[src/rtl/display_board_ram_pkg.sv]
// Shared cell codes, sizes and clear-FSM state type for the display board RAM.
package display_board_ram_pkg;

  localparam int ADDR_W = 6;
  localparam int CELL_W = 2;
  localparam int CNT_W  = 7;
  localparam int DEPTH  = 64;

  // Cell codes: bit 1 = red stone, bit 0 = green stone.
  localparam logic [CELL_W-1:0] CELL_EMPTY = 2'b00;
  localparam logic [CELL_W-1:0] CELL_RED   = 2'b10;
  localparam logic [CELL_W-1:0] CELL_GREEN = 2'b01;
  localparam logic [CELL_W-1:0] CELL_BAD   = 2'b11;

  localparam logic [ADDR_W-1:0] LAST_ADDR = 6'd63;

  typedef enum logic [0:0] {
    ST_IDLE  = 1'b0,
    ST_CLEAR = 1'b1
  } clr_state_e;

  // A code may be stored only if it is not the "both stones" pattern.
  function automatic logic cell_is_valid(input logic [CELL_W-1:0] code);
    return (code != CELL_BAD);
  endfunction

endpackage

[src/rtl/display_board_ram_counter.sv]
// Running red/green stone counts, updated from the old and new code of each cell write.
module board_stone_counter
  import display_board_ram_pkg::*;
(
  input  logic              clk,
  input  logic [CELL_W-1:0] old_code,
  input  logic [CELL_W-1:0] new_code,
  input  logic              update,
  input  logic              zero,
  output logic [CNT_W-1:0]  red_count,
  output logic [CNT_W-1:0]  green_count
);

  logic [CNT_W-1:0] red_r;
  logic [CNT_W-1:0] green_r;
  logic [CNT_W-1:0] red_s;
  logic [CNT_W-1:0] green_s;

  // Remove the old code's colour and add the new code's colour; a rewrite of the same code is a no-op.
  always_comb begin
    red_s   = red_r;
    green_s = green_r;
    if (update && (old_code != new_code)) begin
      case (old_code)
        CELL_RED:   red_s   = red_s - 7'd1;
        CELL_GREEN: green_s = green_s - 7'd1;
        default:    red_s   = red_s;
      endcase
      case (new_code)
        CELL_RED:   red_s   = red_s + 7'd1;
        CELL_GREEN: green_s = green_s + 7'd1;
        default:    green_s = green_s;
      endcase
    end else begin
      red_s   = red_r;
      green_s = green_r;
    end
  end

  // Count registers; zero has priority over any update in the same cycle.
  always_ff @(posedge clk) begin
    if (zero) begin
      red_r   <= 7'd0;
      green_r <= 7'd0;
    end else begin
      red_r   <= red_s;
      green_r <= green_s;
    end
  end

  assign red_count   = red_r;
  assign green_count = green_r;

endmodule

[src/rtl/display_board_ram.sv]
// 64x2 game-board RAM with two registered read ports, one write port shared
// between game logic and a 64-cycle clear sequencer, and live stone counts.
module display_board_ram
  import display_board_ram_pkg::*;
(
  input  logic              clk,
  input  logic              rst,
  input  logic              wr_en,
  input  logic [ADDR_W-1:0] wr_addr,
  input  logic [CELL_W-1:0] wr_data,
  output logic              wr_ready,
  output logic              wr_err,
  input  logic              clear_req,
  output logic              busy,
  output logic              clear_done,
  input  logic [ADDR_W-1:0] ram_rd_addr,
  output logic [CELL_W-1:0] ram_data,
  input  logic [ADDR_W-1:0] qry_addr,
  output logic [CELL_W-1:0] qry_data,
  output logic [CNT_W-1:0]  red_count,
  output logic [CNT_W-1:0]  green_count
);

  logic [CELL_W-1:0] mem [0:DEPTH-1];

  clr_state_e        state_r;
  clr_state_e        state_s;
  logic [ADDR_W-1:0] clr_addr_r;
  logic [ADDR_W-1:0] clr_addr_s;
  logic              clear_done_r;
  logic              wr_err_r;
  logic [CELL_W-1:0] ram_data_r;
  logic [CELL_W-1:0] qry_data_r;

  logic              wr_acc_s;
  logic              wr_valid_s;
  logic              zero_s;
  logic [CELL_W-1:0] old_code_s;
  logic              mem_we_s;
  logic [ADDR_W-1:0] mem_waddr_s;
  logic [CELL_W-1:0] mem_wdata_s;

  assign busy       = (state_r == ST_CLEAR);
  assign wr_ready   = ~busy;
  assign wr_acc_s   = wr_en & wr_ready;
  assign wr_valid_s = wr_acc_s & cell_is_valid(wr_data);
  assign old_code_s = mem[wr_addr];
  // Counts are forced to zero on reset, on the clear request edge and throughout the clear.
  assign zero_s     = rst | busy | clear_req;

  // Clear FSM next-state: IDLE waits for a request, CLEAR walks the address counter to 63.
  always_comb begin
    state_s    = state_r;
    clr_addr_s = clr_addr_r;
    case (state_r)
      ST_IDLE: begin
        if (clear_req) begin
          state_s    = ST_CLEAR;
          clr_addr_s = 6'd0;
        end else begin
          state_s    = ST_IDLE;
          clr_addr_s = clr_addr_r;
        end
      end
      ST_CLEAR: begin
        clr_addr_s = clr_addr_r + 6'd1;
        if (clr_addr_r == LAST_ADDR) begin
          state_s = ST_IDLE;
        end else begin
          state_s = ST_CLEAR;
        end
      end
      default: begin
        state_s    = ST_CLEAR;
        clr_addr_s = 6'd0;
      end
    endcase
  end

  // FSM state, clear address and status pulses; reset starts a fresh clear from address 0.
  always_ff @(posedge clk) begin
    if (rst) begin
      state_r      <= ST_CLEAR;
      clr_addr_r   <= 6'd0;
      clear_done_r <= 1'b0;
      wr_err_r     <= 1'b0;
    end else begin
      state_r      <= state_s;
      clr_addr_r   <= clr_addr_s;
      clear_done_r <= (state_r == ST_CLEAR) && (clr_addr_r == LAST_ADDR);
      wr_err_r     <= wr_acc_s & ~cell_is_valid(wr_data);
    end
  end

  // Single write port: the clear sequencer owns it while busy, otherwise valid game writes.
  always_comb begin
    mem_we_s    = 1'b0;
    mem_waddr_s = wr_addr;
    mem_wdata_s = wr_data;
    if (state_r == ST_CLEAR) begin
      mem_we_s    = 1'b1;
      mem_waddr_s = clr_addr_r;
      mem_wdata_s = CELL_EMPTY;
    end else if (wr_valid_s) begin
      mem_we_s    = 1'b1;
      mem_waddr_s = wr_addr;
      mem_wdata_s = wr_data;
    end else begin
      mem_we_s    = 1'b0;
    end
  end

  // Storage array; contents are never reset directly, the post-reset clear empties them.
  always_ff @(posedge clk) begin
    if (mem_we_s && !rst) begin
      mem[mem_waddr_s] <= mem_wdata_s;
    end
  end

  // Two independent registered read ports; they see the pre-write contents of the same edge.
  always_ff @(posedge clk) begin
    if (rst) begin
      ram_data_r <= CELL_EMPTY;
      qry_data_r <= CELL_EMPTY;
    end else begin
      ram_data_r <= mem[ram_rd_addr];
      qry_data_r <= mem[qry_addr];
    end
  end

  board_stone_counter u_counter (
    .clk         (clk),
    .old_code    (old_code_s),
    .new_code    (wr_data),
    .update      (wr_valid_s),
    .zero        (zero_s),
    .red_count   (red_count),
    .green_count (green_count)
  );

  assign clear_done = clear_done_r;
  assign wr_err     = wr_err_r;
  assign ram_data   = ram_data_r;
  assign qry_data   = qry_data_r;

endmodule

[config.mk]
export PLATFORM = sky130hd
export DESIGN_NAME = display_board_ram
export DESIGN_NICKNAME = d
export VERILOG_FILES = /design/src/rtl/display_board_ram_pkg.sv /design/src/rtl/display_board_ram_counter.sv /design/src/rtl/display_board_ram.sv
export SDC_FILE = /design/constraint.sdc
export NUM_CORES = 1
export LEC_CHECK = 0
export CORE_MARGIN = 1.5
export CORE_UTILIZATION = 25
export CTS_BUF_LIST = sky130_fd_sc_hd__clkbuf_4
export DETAILED_ROUTE_END_ITERATION = 8
export HOLD_SLACK_MARGIN = 0.15
export PLACE_DENSITY = 0.42
export SYNTH_ARGS = -nofsm -noshare
export SYNTH_HDL_FRONTEND = slang
export SYNTH_SLANG_ARGS = --single-unit
[constraint.sdc]
create_clock -name clk -period 2.9 [get_ports clk]
set_input_delay 0.58 -clock clk [delete_from_list [all_inputs] [get_ports clk]]
set_output_delay 0.58 -clock clk [all_outputs]
set_load 0.01 [all_outputs]
==> impl_metrics.ini <==
[yosys]
synthTopCellsByArea = edfxtp_1, mux4_2, dfxtp_1, nor2_1, mux2i_1
syn_nets = 703
synth_seq_area_share_pct = 47.1
synth_area_sq_um = 9310
synth-seq-cells = 155
synth_edf_count = 128
synth_cell_type_count = 70
post-synth-top-area-cell = edfxtp_1
synth_ff_type = edfxtp_1
synthArstFlopShare_pct = 0
netlist_instances = 676
synth_top_cell_area_share_pct = 41.3
synth_area_per_cell_sq_um = 13.8
yosys_warnings = 0

[setup_path]
critical_path_required_ps = 3400
worstPathMaxFanout = 7
crit_path_start_kind = flop
slowest_stage = mux4_2
crit_chain = mux4_2 -> a22oi_2 -> a31oi_1 -> nand4b_4 -> a2111oi_4 -> buf_6 -> buf_6 -> nand3_4 -> or3_4 -> o32ai_2 -> mux2i_1
crit_top_cell = buf_6
slowest_delay_ps = 550
cp.arrival_ps = 3480
end_kind = flop
path_buf_inv = 2
timing_worst_setup_path_type = reg -> reg
cp_top_family = compound AO/OA/AOI/OAI gates

[sta]
max_freq_ghz = 0.336
worstMarginPinSlew_ps = 469
hold_viol = 0
tns_ps = -195
slew_viol_final = 0
min_period_over_period_pct = 103
rsz0062_at_grt = true
finalSetupViolations = 4
fin_crit_ps = 2970
fin_ws_ps = -73.9
skew_ps = 20.4
relSlewSlack_pct = 68.6

[die]
die_height_microns = 196
rows = 70
core_sq_um = 36600
dieWidth_microns = 196
die_area_sq_um = 38400
top_level_ports = 46
start_util_pct = 25.4

[power]
peakVddDrop_uv = 195
p_sw_uw = 1250
switching_share_pct = 27.2
seq_power_share_pct = 52.3
p_per_area_nw_per_um2 = 396
power_frac_clock_pct = 30.6
leakagePower_uw = 0.00375
p_int_uw = 3340
p_comb_share_pct = 17.1
finalPower_uw = 4590

[final_layout]
fillCellCount = 3669
areaGrowthSynthToFinish_pct = 24.5
drive_above_1_share_pct = 37.1
final_common_cell = edfxtp_1
stdcell_count = 1299
fin_area_sq_um = 11600
most-common-layout-cells = edfxtp_1, mux4_2, buf_4, nor2_1, nand2_1
nNetsFinal = 845

[global_route]
antenna_found_initial = 1
gr-max-usage-layer = met2
grt_overflow = 0
gr-usage-met1_pct = 21.7
grt_use_met2_pct = 25.9
grt.total_usage_pct = 15.8
grt_max_degree = 66
grt_pass1_vias = 6664
grt.met3_usage_pct = 2.73
grt_pass1_wl_microns = 44400

[routing]
num_vias = 6718
dr.pass1.iters = 5
vias_per_cell = 5.17
drc = 0
wl_per_cell_microns = 22.8
drtAntennaViolNets = 0
drt_wl_total_microns = 29600
initialDrtViolationCount = 438

[cts]
cts.sinks = 155
cts_buffer_depth = 2
cts_tree = built
htreeDepth = 4
clk_pin_slew_ps = 140
cts_root_buf = clkbuf_4
clk_latency_ps = 570
cts_made_buffers = 17

[outcome]
violations = negative setup slack
status = finished with violations

[placement]
dp_hpwl_microns = 22200
gp_congestion = 0.820
placed_cells = 1258
io_buffer_count = 45
placed_area_sq_um = 11100

[flow_run]
max_cap_viol_count = 0

[hold_path]
holdCritPathClass = reg -> reg
==> repair_timing <==
item	CTS	global route
buffers inserted	6	3
hold buffers	0	0
endpoints found under the setup margin	5	6
resized for setup	11	12
pin swaps	10	6
endpoints found under the hold margin	0	0
==> layer usage <==
layer  wire [microns]  share of wire [%]
met5                0                  0
met4              506                1.7
met3             1360                4.6
met2            14400                 49
met1            13400                 45
==> Yosys cell counts (3+ instances only) <==
cell and n:
a22oi_1 6, o21ai_0 14, ha_1 3, nand2b_1 12, buf_6 5, or2_2 3, buf_1 11, o21ai_1 4
dfxtp_1 27, or3_1 13, and3_1 4, mux4_2 108, a31oi_1 4, a21oi_1 25, nor2b_1 14, nand4b_1 3
nand3b_1 4, xnor2_1 5, nor3_1 14, inv_1 8, nor2_1 88, or4_1 3, clkbuf_1 19, nand2_1 48
buf_2 4, mux2i_1 27, o31ai_1 5, a211oi_1 4, edfxtp_1 128, nand3_1 19
==> power groups by stage <==
stage	clock (uW)	combinational [uW]	sequential (uW)
after floorplan	0	440	2450
after global placement	0	745	2450
after detailed placement	0	742	2450
after CTS	1450	770	2400
after global routing	1530	825	2400
final	1400	782	2400
==> worst register-to-register path: cells and delay by family, from the launching register on <==
family                 cells  cell delay [ps]
AO/OA/AOI/OAI              4              810
AND/OR/NAND/NOR            3              610
multiplexers               2              780
flip-flops                 1              450
buffers and inverters      2              290
==> final cells by class <==
class / instances / area, sq um / area share (%)
clock inverter: 12 / 139 / 1.20
inverter: 9 / 33.8 / 0.292
tap: 468 / 586 / 5.05
clock buffer: 19 / 143 / 1.23
sequential: 155 / 4380 / 37.8
multi-input combinational: 467 / 4750 / 41.0
antenna: 1 / 2.50 / 0.0216
timing repair buffer: 168 / 1550 / 13.3
==> worst paths after layout <==
path                           from                        to  slack [ps]  depth (start not counted)
max                      mem[43][1]  u_counter.green_count[6]         -70                         11
max reg2reg              mem[43][1]  u_counter.green_count[6]         -70                         11
min reg2reg  u_counter.red_count[6]    u_counter.red_count[6]         490                          2
min          u_counter.red_count[6]    u_counter.red_count[6]         490                          2
==> flip-flops by register name (all words and copies together) (netlist names) <==
| register | flops |
|---|---|
| qry_data | 2 |
| wr_err | 1 |
| u_counter.green_count | 7 |
| ram_data | 2 |
| clear_done | 1 |
| mem | 128 |
| clr_addr_r | 6 |
| busy | 1 |
| u_counter.red_count | 7 |
==> cell families (layout without fill, tap and decap cells) <==
group,count (synthesis),after routing,synth area share [%]
compound gates,82,82,6.29
simple gates,239,239,12.9
xor+xnor,5,5,0.470
flops,155,155,47.1
other cells,0,1,0
mux,138,138,29.5
buf+inv,54,208,3.31
fa+ha+maj,3,3,0.403
==> per-stage QoR <==
step           setup WS (ps)  hold WS, ps  utilization (%)
4_1_cts                -96.5          495             31.4
6_report               -73.9          489             31.6
5_1_grt                 -177          522             31.6
3_5_place_dp            -746          476             30.4
2_1_floorplan           -201          461                -
3_3_place_gp            -704          452             30.4
(Power assumes the default switching activity.)
